==> config.mk <==
export PLATFORM = sky130hd
export DESIGN_NAME = inst_fetch_queue
export DESIGN_NICKNAME = d
export VERILOG_FILES = /design/src/rtl/inst_fetch_queue.sv
export SDC_FILE = /design/constraint.sdc
export NUM_CORES = 1
export LEC_CHECK = 0
export ABC_AREA = 1
export ABC_CLOCK_PERIOD_IN_PS = 3920
export CAP_MARGIN = 10
export CORE_MARGIN = 3
export CORE_UTILIZATION = 40
export DETAILED_ROUTE_END_ITERATION = 10
export PLACE_DENSITY = 0.7
export REMOVE_ABC_BUFFERS = 1
export SYNTH_ARGS = -nofsm -noshare
export SYNTH_HDL_FRONTEND = slang
export SYNTH_SLANG_ARGS = --single-unit
==> constraint.sdc <==
create_clock -name clk -period 3.92 [get_ports clk]
set_clock_uncertainty 0.15 [all_clocks]
set_input_delay 0.784 -clock clk [delete_from_list [all_inputs] [get_ports clk]]
set_output_delay 0.784 -clock clk [all_outputs]
set_load 0.05 [all_outputs]
==> src/rtl/inst_fetch_queue.sv <==
// ---------------------------------------------------------------------------
// inst_fetch_queue
//
// Fetch stage sitting directly in front of a combinational, byte-addressable
// instruction memory. It holds the fetch PC and drives it out as the memory
// address. Each returned word is captured together with its PC into a small
// FIFO, and the FIFO head is offered to decode over a valid/ready handshake.
// A redirect from branch resolution flushes the queue and reloads the PC.
//
// Parameters:
//   ADDR_W   - PC / instruction memory byte-address width
//   DEPTH    - queue entries (power of two, >= 2)
//   RESET_PC - fetch PC after reset (word aligned)
//
// Ports:
//   clk, rst_n       - clock (rising edge) and async active-low reset
//   Fetch_En         - permits fetching; low freezes the PC and stops pushes
//   Imem_Addr        - byte address to instruction memory (the fetch PC)
//   Imem_Data        - instruction word returned combinationally
//   Redirect_Valid   - taken branch/jump: flush and reload the PC
//   Redirect_Target  - new fetch PC (used as given, no alignment)
//   Out_Valid        - queue head holds a valid instruction
//   Out_Ready        - decode accepts the head this cycle
//   Out_Inst, Out_PC - head instruction word and its PC (zero when empty)
//
// Optional feature (define FETCH_PERF_CNT_EN):
//   Fetch_Count      - 16-bit wrapping count of pushes
//   Stall_Count      - 16-bit wrapping count of cycles that wanted to fetch
//                      but could not (queue full, no pop)
// ---------------------------------------------------------------------------
module inst_fetch_queue #(
    parameter int unsigned            ADDR_W   = 8,
    parameter int unsigned            DEPTH    = 4,
    parameter logic [ADDR_W-1:0]      RESET_PC = '0
) (
    input  logic              clk,
    input  logic              rst_n,
    input  logic              Fetch_En,
    output logic [ADDR_W-1:0] Imem_Addr,
    input  logic [31:0]       Imem_Data,
    input  logic              Redirect_Valid,
    input  logic [ADDR_W-1:0] Redirect_Target,
    output logic              Out_Valid,
    input  logic              Out_Ready,
    output logic [31:0]       Out_Inst,
    output logic [ADDR_W-1:0] Out_PC
`ifdef FETCH_PERF_CNT_EN
    ,
    output logic [15:0]       Fetch_Count,
    output logic [15:0]       Stall_Count
`endif
);

    localparam int unsigned PTR_W = $clog2(DEPTH);
    localparam int unsigned CNT_W = PTR_W + 1;
    localparam logic [CNT_W-1:0] FULL = CNT_W'(DEPTH);

    logic [ADDR_W-1:0] fetch_pc;
    logic [PTR_W-1:0]  wr_ptr;
    logic [PTR_W-1:0]  rd_ptr;
    logic [CNT_W-1:0]  count;
    logic [31:0]       inst_mem [DEPTH];
    logic [ADDR_W-1:0] pc_mem   [DEPTH];

    logic push;
    logic pop;

    assign Imem_Addr = fetch_pc;
    assign Out_Valid = (count != '0);
    assign Out_Inst  = Out_Valid ? inst_mem[rd_ptr] : '0;
    assign Out_PC    = Out_Valid ? pc_mem[rd_ptr]   : '0;

    // A full queue can still accept a word when the head leaves in the same
    // cycle, so fetch keeps streaming at one word per cycle under a ready
    // consumer.
    assign pop  = Out_Valid & Out_Ready;
    assign push = Fetch_En & ~Redirect_Valid & ((count < FULL) | pop);

    // Pointers, count and PC. Redirect wins over everything: the handshake
    // in that cycle is still seen by decode, but the entry is discarded.
    always_ff @(posedge clk or negedge rst_n) begin
        if (!rst_n) begin
            // NOTE: non-blocking assignments keep every register updating
            // from pre-edge values, so push/pop decisions stay consistent.
            fetch_pc <= RESET_PC;
            wr_ptr   <= '0;
            rd_ptr   <= '0;
            count    <= '0;
        end else if (Redirect_Valid) begin
            fetch_pc <= Redirect_Target;
            wr_ptr   <= '0;
            rd_ptr   <= '0;
            count    <= '0;
        end else begin
            if (push) begin
                fetch_pc <= fetch_pc + ADDR_W'(4);  // wraps at 2^ADDR_W
                wr_ptr   <= wr_ptr + 1'b1;          // power-of-two depth wraps
            end
            if (pop) begin
                rd_ptr <= rd_ptr + 1'b1;
            end
            if (push && !pop) begin
                count <= count + 1'b1;
            end else if (pop && !push) begin
                count <= count - 1'b1;
            end
        end
    end

    // Queue storage.
    always_ff @(posedge clk or negedge rst_n) begin
        if (!rst_n) begin
            // NOTE: the storage is deliberately reset (flops, not RAM) so the
            // queue contents are defined after reset; only DEPTH entries.
            for (int i = 0; i < DEPTH; i++) begin
                inst_mem[i] <= '0;
                pc_mem[i]   <= '0;
            end
        end else if (push) begin
            inst_mem[wr_ptr] <= Imem_Data;
            pc_mem[wr_ptr]   <= fetch_pc;
        end
    end

`ifdef FETCH_PERF_CNT_EN
    // Performance counters survive redirects; only reset clears them.
    always_ff @(posedge clk or negedge rst_n) begin
        if (!rst_n) begin
            Fetch_Count <= '0;
            Stall_Count <= '0;
        end else begin
            if (push) begin
                Fetch_Count <= Fetch_Count + 16'd1;
            end
            if (Fetch_En && !Redirect_Valid && !push) begin
                Stall_Count <= Stall_Count + 16'd1;
            end
        end
    end
`endif

endmodule

==> run_results.csv <==
group,metric,value,unit
grt,use_met1,0.286,
grt,grt_pass1_wl,36.0,mm
power,internal_power,5410,uW
power,p_switching,3820,uW
power,combPwrFrac,0.490,
sta,setup_violations,0,
drt,ant_nets,0,
sta,finalCritPeriodShare,0.832,
grt,overflow,0,
place,port_buffers,93,
setup_path,path_delay_family,"buffers and inverters",
setup_path,cp_slowest_stage_delay,0.72,ns
setup_path,startpoint_type,"flip-flop",
drt,drt_first_pass_iters,5,
drt,post_drt_via_cell_ratio,5.22,
sta,slew_headroom,0.358,
clocking,cts_sinks,175,
setup_path,path_max_fanout,40,
sta,rsz0062_at_grt,"false",
job,maxCapViolations,0,
run_status,outcome,"complete, no violations",
yosys,syn_inst,1026,
setup_path,critical_path_class,"flip-flop to output pin",
setup_path,worstPathArrival,2.33,ns
floorplan,die_h,149,um
sta,tightestPinTransition,0.962,ns
layout,stdcell_count,1357,
place,routabilityCongestion,0.757,
place,preCtsSetupSlack,0.695,ns
yosys,synth_cell_type_count,25,
clocking,cts_tree,"done",
setup_path,critPathBufInv,3,
drt,route.detailed.wl_per_inst,16.0,um
sta,fmax,306,MHz
hold_path,hold_class,"input pin to asynchronous set/reset pin",
drt,vias,7079,
setup_path,setup.worst_path.end_class,"output pin",
clocking,htreeDepth,4,
grt,grt_usage,0.202,
layout,diodes,0,
clocking,cts_buffers,17,
clocking,clockBufferDepth,2,
layout,areaGrowthSynthToFinish,26.1,%
clocking,postCtsHoldBufs,0,
drt,routed_wirelength,21.7,mm
yosys,synth_area,8230,um^2
setup_path,critPathRequiredTime,2.99,ns
floorplan,start_util,0.415,
layout,final_util,0.523,
grt,grt_pass1_vias,6875,
grt,grt_max_degree,97,
clocking,cts-resized-gates,0,
yosys,yosys_warnings,0,
drt,drc,0,
yosys,syn_area_per_cell,8.03,um^2
sta,setup_ws,0.657,ns
grt,grt_antenna_before_repair,0,
sta,tns,0,ns
floorplan,rows,51,
place,dp_cells,1325,
yosys,synth_seq_cells,175,
sta,final_max_slew_viol_count,0,
power,switching_share,0.414,
sta,fin_crit,3.26,ns
clocking,clockRootBuffer,"clkbuf_16",
floorplan,io_pins,94,
clocking,clock_latency,0.43,ns
grt,met2_usage,0.322,
yosys,synth.yosys.seq_area_share,0.532,
floorplan,die_w,149,um
place,place_hpwl,13.0,mm
grt,grtUsageMet3,0.0388,
clocking,cts_setup_buffers,0,
layout,final_nets,1130,
sta,hold_viol,0,
setup_path,cp_slowest_cell,"inv_2",
power,power_density,889,nW/um^2
drt,drtIter0Drc,592,
clocking,clk_pin_slew,0.06,ns
setup_path,worstPathCellList,"inv_1, nand2_1, inv_2, a21oi_1, buf_12",
grt,grt_busiest_layer,"met2",
power,power.share.sequential,0.319,
power,peakVddDrop,0.000664,V
floorplan,coreArea,19800,um^2
power,leakage,0.00467,uW
floorplan,die-area,22300,um^2
power,power.share.clock,0.191,
layout,drive_gt1_frac,0.0925,
==> logic make-up (layout without fill, tap and decap cells) <==
family,after synthesis,after routing,synth area share
AOI/OAI and AO/OA,372,372,0.230
DFF,175,175,0.532
buffers and inverters,176,242,0.0855
and+or+nand+nor,293,293,0.139
xor gates and xnor gates,4,4,0.00426
adders and majority gates,6,6,0.0100
==> Yosys cell counts (all sizes together) <==
cell type    n  area (um^2)
nand2      273         1030
ha           5         62.6
xnor2        2         17.5
o211ai       4         30.0
xor2         2         17.5
nor2        12         72.6
nand3b       1         7.51
nand3        7         35.0
buf         28          149
o21ai      237         1190
dfrtp      175         4380
o21a         6         45.0
o21bai       1         7.51
a21oi      123          616
a31oi        1         6.26
fa           1         20.0
inv        102          383
clkbuf      46          173
==> worst paths after layout <==
path	startpoint	end	slack [ns]	cells after the start
worst max-delay path	count[2]	Out_PC[2]	0.66	5
worst min register to register	inst_mem[127]	inst_mem[127]	0.34	2
worst min-delay path	rst_n	inst_mem[116]	0.27	1
max in group asynchronous	rst_n	inst_mem[118]	2.36	2
worst max register to register	wr_ptr[0]	inst_mem[117]	1.76	7
min in group clk	inst_mem[127]	inst_mem[127]	0.34	2
==> power groups by stage <==
| stage | sequential [uW] | combinational [uW] | clock, uW |
|---|---|---|---|
| final | 2950 | 4520 | 1760 |
| after global routing | 3050 | 4900 | 1860 |
| after floorplan | 2970 | 2420 | 0 |
| after global placement | 2950 | 4450 | 0 |
| after CTS | 2950 | 4550 | 1780 |
| after detailed placement | 2980 | 4520 | 0 |
==> flip-flops by register name (all words and copies together), names as in the netlist <==
name	cells
count	3
pc_mem	32
inst_mem	128
rd_ptr	2
Imem_Addr	8
wr_ptr	2
==> area by class of cell <==
type	count	area, um^2
tap	265	332
inverter	102	383
clock inverter	9	131
fill	1836	9460
timing repair buffer	108	1520
clock buffer	23	478
sequential	175	4380
multi-input combinational	675	3160
==> metrics by stage <==
stage | total power [uW] | area [um^2] | hold slack (ns)
global route | 9800 | 10400 | 0.368
global placement | 7400 | 9770 | 0.322
finish | 9230 | 10400 | 0.266
detailed placement | 7490 | 9770 | 0.325
CTS | 9280 | 10400 | 0.340
floorplan | 5390 | 7910 | 0.309
==> placed cells by master (no fill, tap or decap) <==
cell and count:
nand2_1 271, o21ai_0 232, dfrtp_1 173, a21oi_1 123
inv_1 95, clkdlybuf4s50_1 52, buf_12 46, clkbuf_16 17
buf_4 9, nor2_1 7, inv_2 7, nand3_1 7
o21a_1 6, o21ai_1 5, ha_1 5, nor2_4 4
o211ai_1 4, bufinv_16 3, clkbuf_8 3, clkinvlp_4 3
clkbuf_1 3, nand2_2 2, xor2_1 2, xnor2_1 2
clkinv_2 2, dfrtp_2 2, nor2_2 1, nand3b_1 1
a31oi_1 1, o21bai_1 1, fa_1 1, inv_6 1
buf_6 1
==> per-layer routing <==
metal / part of all wire / vias up
li1: - / 3419
met1: 0.45 / 3382
met2: 0.47 / 247
met3: 0.066 / 31
met4: 0.013 / 0
met5: 0 / -
Power figures use the tool's default switching activity.
